## config.mk

```make
export PLATFORM = sky130hd
export DESIGN_NAME = fetch_ctrl_flat
export DESIGN_NICKNAME = d
export VERILOG_FILES = /design/src/rtl/fetch_pkg.sv /design/src/rtl/fetch_ctrl_if.sv /design/src/rtl/fetch_ctrl_inst_buffer.sv /design/src/rtl/fetch_ctrl.sv /design/src/flat_wrapper.sv
export SDC_FILE = /design/constraint.sdc
export NUM_CORES = 1
export LEC_CHECK = 0
export ABC_AREA = 1
export CORE_ASPECT_RATIO = 0.6
export CORE_MARGIN = 3
export CORE_UTILIZATION = 32
export DETAILED_ROUTE_END_ITERATION = 8
export PLACE_DENSITY = 0.54
export SYNTH_ARGS = -nofsm -noshare
export SYNTH_HDL_FRONTEND = slang
export SYNTH_SLANG_ARGS = --single-unit
export TNS_END_PERCENT = 5
```

## constraint.sdc

```tcl
create_clock -name clk -period 14.5 [get_ports clk]
set_input_delay 2.9 -clock clk [delete_from_list [all_inputs] [get_ports clk]]
set_output_delay 2.9 -clock clk [all_outputs]
set_load 0.02 [all_outputs]
```

## src/rtl/fetch_pkg.sv

```systemverilog
// fetch_pkg: shared types for the instruction fetch controller.
//   fetch_state_t : fetch FSM states (REQ, WAIT, DRAIN)
//   fetch_entry_t : one instruction buffer entry {pc, inst}
//   FETCH_ADDR_W / FETCH_INST_W : storage widths of a buffer entry
package fetch_pkg;

    localparam int FETCH_ADDR_W = 64;
    localparam int FETCH_INST_W = 32;

    typedef enum logic [1:0] {
        REQ   = 2'd0,
        WAIT  = 2'd1,
        DRAIN = 2'd2
    } fetch_state_t;

    typedef struct packed {
        logic [FETCH_ADDR_W-1:0] pc;
        logic [FETCH_INST_W-1:0] inst;
    } fetch_entry_t;

endpackage

```

## src/rtl/fetch_ctrl_if.sv

```systemverilog
// fetch_ctrl_if: instruction memory request/response channel.
//   imem_req_valid / imem_req_addr : fetch request from the fetch unit
//   imem_req_ready                 : memory accepts the request
//   imem_rsp_valid / imem_rsp_data : one in-order response per accepted request
// Modports: master = fetch unit, slave = instruction memory.
interface fetch_ctrl_if #(
    parameter int ADDR_WIDTH = 64,
    parameter int INST_WIDTH = 32
);

    logic                  imem_req_valid;
    logic [ADDR_WIDTH-1:0] imem_req_addr;
    logic                  imem_req_ready;
    logic                  imem_rsp_valid;
    logic [INST_WIDTH-1:0] imem_rsp_data;

    modport master (
        output imem_req_valid,
        output imem_req_addr,
        input  imem_req_ready,
        input  imem_rsp_valid,
        input  imem_rsp_data
    );

    modport slave (
        input  imem_req_valid,
        input  imem_req_addr,
        output imem_req_ready,
        output imem_rsp_valid,
        output imem_rsp_data
    );

endinterface

```

## src/rtl/fetch_ctrl_inst_buffer.sv

```systemverilog
// inst_buffer: DEPTH-entry FIFO of fetched instructions.
//   clk, reset   : clock, synchronous active-high reset
//   flush        : synchronous flush; drops any same-cycle push and pop
//   push, push_entry : write one entry at the tail
//   pop          : remove the head entry
//   head_entry   : current head (valid when !empty)
//   empty, full  : occupancy flags
module inst_buffer
    import fetch_pkg::*;
#(
    parameter int DEPTH = 2
) (
    input  logic         clk,
    input  logic         reset,
    input  logic         flush,
    input  logic         push,
    input  fetch_entry_t push_entry,
    input  logic         pop,
    output fetch_entry_t head_entry,
    output logic         empty,
    output logic         full
);

    localparam int PTR_W = (DEPTH > 1) ? $clog2(DEPTH) : 1;
    localparam int CNT_W = PTR_W + 1;

    fetch_entry_t     mem [DEPTH];
    logic [PTR_W-1:0] wr_ptr;
    logic [PTR_W-1:0] rd_ptr;
    logic [CNT_W-1:0] count;
    logic             do_push;
    logic             do_pop;

    assign empty      = (count == '0);
    assign full       = (count == CNT_W'(DEPTH));
    assign do_push    = push && !full && !flush;
    assign do_pop     = pop && !empty && !flush;
    assign head_entry = mem[rd_ptr];

    // Storage array: written only on an accepted push, no reset needed
    // because the pointers and count decide which entries are meaningful.
    always_ff @(posedge clk) begin
        if (!reset && do_push) begin
            mem[wr_ptr] <= push_entry;
        end
    end

    // Pointers and occupancy. DEPTH is a power of two so the pointers wrap
    // naturally; a simultaneous push and pop leaves the count unchanged.
    always_ff @(posedge clk) begin
        if (reset || flush) begin
            wr_ptr <= '0;
            rd_ptr <= '0;
            count  <= '0;
        end else begin
            if (do_push) begin
                wr_ptr <= wr_ptr + PTR_W'(1);
            end
            if (do_pop) begin
                rd_ptr <= rd_ptr + PTR_W'(1);
            end
            case ({do_push, do_pop})
                2'b10:   count <= count + CNT_W'(1);
                2'b01:   count <= count - CNT_W'(1);
                default: count <= count;
            endcase
        end
    end

endmodule

```

## src/rtl/fetch_ctrl.sv

```systemverilog
// fetch_ctrl: instruction fetch controller with one outstanding memory
// request and a small instruction buffer feeding decode.
//   clk, reset          : clock, synchronous active-high reset
//   redir_valid/addr    : redirect from execute (target is word aligned here)
//   imem                : memory request/response channel (master side)
//   d_valid/d_ready     : decode handshake on the buffer head
//   d_pc, d_pc4, d_inst_word : head entry fields (d_pc4 = d_pc + 4)
//   inst_buffer_empty/full   : buffer occupancy flags
module fetch_ctrl
    import fetch_pkg::*;
#(
    parameter int                    ADDR_WIDTH = 64,
    parameter int                    INST_WIDTH = 32,
    parameter logic [ADDR_WIDTH-1:0] RESET_PC   = '0,
    parameter int                    BUF_DEPTH  = 2
) (
    input  logic                  clk,
    input  logic                  reset,
    input  logic                  redir_valid,
    input  logic [ADDR_WIDTH-1:0] redir_addr,
    fetch_ctrl_if.master          imem,
    output logic                  d_valid,
    input  logic                  d_ready,
    output logic [ADDR_WIDTH-1:0] d_pc,
    output logic [ADDR_WIDTH-1:0] d_pc4,
    output logic [INST_WIDTH-1:0] d_inst_word,
    output logic                  inst_buffer_empty,
    output logic                  inst_buffer_full
);

    fetch_state_t          state;
    logic [ADDR_WIDTH-1:0] fetch_pc;
    logic [ADDR_WIDTH-1:0] inflight_pc;
    logic [ADDR_WIDTH-1:0] redir_target;
    logic                  handshake;
    logic                  buf_push;
    logic                  buf_pop;
    fetch_entry_t          push_entry;
    fetch_entry_t          head_entry;
    logic                  unused_redir_lsbs;

    assign redir_target      = {redir_addr[ADDR_WIDTH-1:2], 2'b00};
    assign unused_redir_lsbs = ^redir_addr[1:0];

    // With at most one request outstanding and none in flight while in REQ,
    // a free slot now is still free when the response returns (the buffer
    // can only drain or flush meanwhile), so "not full" is sufficient.
    assign imem.imem_req_valid = !reset && (state == REQ) && !inst_buffer_full;
    assign imem.imem_req_addr  = fetch_pc;
    assign handshake           = imem.imem_req_valid && imem.imem_req_ready;

    // Only a response to a live request is kept; a redirect in the same
    // cycle turns it into a stale fetch and it is dropped.
    assign buf_push = (state == WAIT) && imem.imem_rsp_valid && !redir_valid;
    assign buf_pop  = d_valid && d_ready;

    // Build the buffer entry from the request address captured at handshake.
    always_comb begin
        push_entry      = '0;
        push_entry.pc   = FETCH_ADDR_W'(inflight_pc);
        push_entry.inst = FETCH_INST_W'(imem.imem_rsp_data);
    end

    // Fetch FSM. DRAIN exists to swallow the response of a request that was
    // already accepted when a redirect made it stale; responses seen in REQ
    // have no matching request and are ignored.
    always_ff @(posedge clk) begin
        if (reset) begin
            state       <= REQ;
            fetch_pc    <= RESET_PC;
            inflight_pc <= '0;
        end else begin
            case (state)
                REQ: begin
                    if (handshake) begin
                        inflight_pc <= fetch_pc;
                        state       <= redir_valid ? DRAIN : WAIT;
                    end
                end
                WAIT: begin
                    if (imem.imem_rsp_valid) begin
                        state <= REQ;
                    end else if (redir_valid) begin
                        state <= DRAIN;
                    end
                end
                DRAIN: begin
                    if (imem.imem_rsp_valid) begin
                        state <= REQ;
                    end
                end
                default: state <= REQ;
            endcase

            if (redir_valid) begin
                fetch_pc <= redir_target;
            end else if (handshake) begin
                fetch_pc <= fetch_pc + ADDR_WIDTH'(4);
            end
        end
    end

    // Instruction buffer; a redirect flushes it and cancels same-cycle
    // push and pop.
    inst_buffer #(
        .DEPTH (BUF_DEPTH)
    ) u_inst_buffer (
        .clk        (clk),
        .reset      (reset),
        .flush      (redir_valid),
        .push       (buf_push),
        .push_entry (push_entry),
        .pop        (buf_pop),
        .head_entry (head_entry),
        .empty      (inst_buffer_empty),
        .full       (inst_buffer_full)
    );

    assign d_valid     = !inst_buffer_empty;
    assign d_pc        = ADDR_WIDTH'(head_entry.pc);
    assign d_pc4       = d_pc + ADDR_WIDTH'(4);
    assign d_inst_word = INST_WIDTH'(head_entry.inst);

endmodule

```

## src/flat_wrapper.sv

```systemverilog
// flat-port wrapper written by rule: the top's interface ports become plain ports
module fetch_ctrl_flat import fetch_pkg::*;
#(
    parameter int                    ADDR_WIDTH = 64,
    parameter int                    INST_WIDTH = 32,
    parameter logic [ADDR_WIDTH-1:0] RESET_PC   = '0,
    parameter int                    BUF_DEPTH  = 2
)
  (clk, reset, redir_valid, redir_addr, d_valid, d_ready, d_pc, d_pc4, d_inst_word, inst_buffer_empty, inst_buffer_full, imem_imem_req_valid, imem_imem_req_addr, imem_imem_req_ready, imem_imem_rsp_valid, imem_imem_rsp_data);
  fetch_ctrl_if #(.ADDR_WIDTH(ADDR_WIDTH), .INST_WIDTH(INST_WIDTH)) imem_i ();
  input  logic clk;
  input  logic reset;
  input  logic redir_valid;
  input  logic [ADDR_WIDTH-1:0] redir_addr;
  output logic d_valid;
  input  logic d_ready;
  output logic [ADDR_WIDTH-1:0] d_pc;
  output logic [ADDR_WIDTH-1:0] d_pc4;
  output logic [INST_WIDTH-1:0] d_inst_word;
  output logic inst_buffer_empty;
  output logic inst_buffer_full;
  output wire logic [$bits(imem_i.imem_req_valid)-1:0] imem_imem_req_valid;
  output wire logic [$bits(imem_i.imem_req_addr)-1:0] imem_imem_req_addr;
  input wire logic [$bits(imem_i.imem_req_ready)-1:0] imem_imem_req_ready;
  input wire logic [$bits(imem_i.imem_rsp_valid)-1:0] imem_imem_rsp_valid;
  input wire logic [$bits(imem_i.imem_rsp_data)-1:0] imem_imem_rsp_data;
  assign imem_imem_req_valid = imem_i.imem_req_valid;
  assign imem_imem_req_addr = imem_i.imem_req_addr;
  assign imem_i.imem_req_ready = imem_imem_req_ready;
  assign imem_i.imem_rsp_valid = imem_imem_rsp_valid;
  assign imem_i.imem_rsp_data = imem_imem_rsp_data;
  fetch_ctrl #(.ADDR_WIDTH(ADDR_WIDTH), .INST_WIDTH(INST_WIDTH), .RESET_PC(RESET_PC), .BUF_DEPTH(BUF_DEPTH)) u_core (.clk(clk), .reset(reset), .redir_valid(redir_valid), .redir_addr(redir_addr), .imem(imem_i), .d_valid(d_valid), .d_ready(d_ready), .d_pc(d_pc), .d_pc4(d_pc4), .d_inst_word(d_inst_word), .inst_buffer_empty(inst_buffer_empty), .inst_buffer_full(inst_buffer_full));
endmodule
```

==> flow_metrics.py <==
metrics = {
    "synthesis": {
        "yosysWarnings": 0,
        "synth_cells": 2125,
        "synth_flop_cell": "edfxtp_1",
        "ys_seq_elements": 319,
        "ys_seq_area_share_pct": 50.0,
        "netlist_area_um2": 16500,
        "synth_cell_types": 38,
        "avgSynthCellArea_um2": 7.78,
        "synth_edf_count": 188,
        "synth-async-reset-ratio_pct": 0,
    },
    "drt": {
        "first_pass_iters": 6,
        "wl_mm": 62.2,
        "dr_total_vias": 15200,
        "avgRoutedWirePerCell_um": 19.8,
        "viasPerCell": 4.84,
        "drc_errors": 0,
        "antenna_left": 0,
        "drt_iter0_markers": 1155,
    },
    "critical_path": {
        "critPathBufInv": 3,
        "rr_startpoint": "u_core.u_inst_buffer.count[0]$_SDFFE_PP0P_",
        "worst_ep_arrival_time_ns": 5.30,
        "startpoint_type": "flop",
        "cpPeakStageDelay_ns": 0.70,
        "cp_slowest_cell": "dfxtp_4",
        "reg2regPathDepth": 7,
        "r2r_slack_ns": 11.41,
        "worstReg2RegEnd": "u_core.u_inst_buffer.mem[0][7]$_DFFE_PP_",
        "cpLargestDelayFamily": "buffers and inverters",
        "crit_path_max_fanout": 84,
        "endpoint_kind": "output port",
        "cp_cell_sequence": "buf_4, buf_4, o21ai_0, nor2_1, nand2_1, nor2_1, nand2_1, nor2_1, nand3_1, nand2_1, clkdlybuf4s50_1",
        "worstSetupPathType": "reg -> out",
        "worst_ep_required_time_ns": 11.60,
    },
    "sta": {
        "setup_viol": 0,
        "fin_setup_tns_ns": 0,
        "hold_violations": 0,
        "fin_skew_ns": 0.0182,
        "fin_crit_sh_pct": 56.5,
        "rsz0062_at_grt": "no",
        "relSlewSlack_pct": 5.87,
        "worst_pin_slew_ns": 1.40,
        "fmax_mhz": 122,
        "drv_slew": 0,
        "finalCriticalPeriod_ns": 8.20,
    },
    "run_status": {
        "status": "finished, final reports clean",
    },
    "power_and_ir_drop": {
        "p_total_mw": 2.05,
        "ir_drop_uv": 62.3,
        "p_leak_nw": 8.13,
        "power.density_nw_per_um2": 95.5,
    },
    "min_path": {
        "min_path_cells": 0,
        "min_to": "u_core.u_inst_buffer.mem[0][55]$_DFFE_PP_",
        "hold_path.startpoint": "u_core.inflight_pc[23]$_SDFFE_PP0P_",
        "hp-class": "reg -> reg",
    },
    "grt": {
        "grt_pass1_vias": 14400,
        "antenna_found_initial": 0,
        "grt_pass1_wl_mm": 91.0,
        "grt_usage_pct": 22.2,
        "grt_max_degree": 94,
        "grt_overflow": 0,
    },
    "floorplanning": {
        "start_util_pct": 32.9,
        "die_h_um": 182,
        "core_area_um2": 50200,
        "dieArea_um2": 54500,
        "chipWidth_um": 299,
        "pin_count": 330,
        "rows": 63,
    },
    "clock_tree": {
        "cts_hold_buf": 0,
        "post_cts_buffers": 0,
        "clk_pin_slew_ns": 0.07,
        "cts_inserted_buffers": 34,
        "clock_latency_ns": 0.53,
        "cts_resized": 0,
        "cts_tree": "done",
        "cts_buffer_depth": 3,
        "clock-sinks": 319,
        "h-tree-depth": 2,
        "clock-root-buffer": "clkbuf_16",
    },
    "placed_design": {
        "place.gp.congestion": 0.973,
        "dpl.hpwl_mm": 48.8,
        "port_buffers": 321,
    },
    "run": {
        "cap_violations": 0,
    },
    "layout": {
        "antenna_cells": 0,
        "syn_to_final_growth_pct": 29.9,
        "layout.nets": 2538,
        "final_layout_size_suffix_gt1_share_pct": 6.55,
    },
}
layout make-up:
| type | instances | area (um^2) |
|---|---|---|
| Clock buffer | 54 | 1020 |
| Clock inverter | 7 | 91.3 |
| Fill cell | 5127 | 28700 |
| Inverter | 274 | 1030 |
| Multi-Input combinational cell | 1468 | 6910 |
| Sequential cell | 319 | 8270 |
| Tap cell | 682 | 853 |
| Timing Repair Buffer | 336 | 3320 |
state kept, by name (all words and copies together) (netlist names), named ones only:
name / flops
u_core.u_inst_buffer.count: 2
u_core.state: 2
u_core.imem.imem_req_addr: 62
u_core.u_inst_buffer.mem: 188
u_core.u_inst_buffer.rd_ptr: 1
u_core.inflight_pc: 62
u_core.u_inst_buffer.wr_ptr: 1
worst register-to-register path: cells and delay by family (launching register included):
kind / cells / cell delay [ns]
DFF: 1 / 0.39
and+or+nand+nor: 4 / 1.29
buffers and inverters: 3 / 0.98
per-layer routing:
layer | GRT usage [%] | wire length [um]
met4 | 4.61 | 1170
met3 | 5.59 | 5190
met2 | 33.8 | 26900
met1 | 31.8 | 29000
met5 | 0 | 0
cell usage in the layout, fill, tap and decap left out, types with 11 or more instances in the layout:
cell type        count
nor2_1             327
o21ai_1             17
clkdlybuf4s50_1    319
nor2_2              20
o21ai_0            156
buf_4               15
nand3_1            101
dfxtp_1            130
xor2_1              42
a31oi_1             19
edfxtp_1           188
nand4_1             24
clkbuf_1            11
nand2_1            565
clkbuf_16           35
a21oi_1             97
mux2_2              32
inv_1              268
cell usage after synthesis, types with 21 or more instances:
cell type / count / area, um^2
dfxtp_1: 131 / 2620
nor2_1: 328 / 1230
nand4_1: 24 / 150
inv_1: 268 / 1010
nor2_2: 21 / 131
edfxtp_1: 188 / 5650
nand2_1: 565 / 2120
o21ai_0: 156 / 781
mux2_2: 32 / 360
a21oi_1: 97 / 485
xor2_1: 42 / 368
clkbuf_1: 38 / 143
nand3_1: 101 / 505
report_power, final:
| group | switching (mW) | internal, mW | total (mW) |
|---|---|---|---|
| Sequential | 0.0296 | 0.984 | 1.01 |
| Clock | 0.361 | 0.520 | 0.880 |
| Combinational | 0.0895 | 0.0687 | 0.158 |
| Total | 0.480 | 1.57 | 2.05 |
how the worst max path moves through the flow:
stage,start,to,slack (ns),depth (start not counted)
4_1_cts,flop,d_pc4[55],6.44,11
6_report,flop,d_pc4[51],6.30,11
2_1_floorplan,redir_valid,u_core.u_inst_buffer.mem[1][0]$_DFFE_PP_,4.12,5
5_1_grt,flop,d_pc4[51],5.99,11
3_3_place_gp,flop,d_pc4[51],7.01,11
3_5_place_dp,flop,d_pc4[55],6.99,11
cells by family (layout without fill, tap and decap cells):
kind of cell    after synthesis  in the layout  synth area share [%]
simple gates               1067           1067                  26.4
buf+inv                     343            671                  8.49
flops                       319            319                  50.0
compound gates              308            308                  9.96
xor+xnor                     52             52                  2.75
mux                          32             32                  2.18
fa+ha+maj                     3              3                 0.227
other cells                   1              6                0.0227
through the flow:
step | setup slack [ns] | area, um^2 | hold WS [ns] | std cells | utilization [%]
4_1_cts | 6.44 | 21500 | 0.448 | 3140 | 42.8
3_5_place_dp | 6.99 | 20400 | 0.432 | 3079 | 40.6
5_1_grt | 5.99 | 21500 | 0.458 | 3140 | 42.8
3_3_place_gp | 7.01 | 20400 | 0.431 | 3079 | 40.6
6_report | 6.30 | 21500 | 0.446 | 3140 | 42.8
2_1_floorplan | 4.12 | 16600 | 0.420 | 2130 | -
Note: power is estimated with default switching activity, not from simulation.
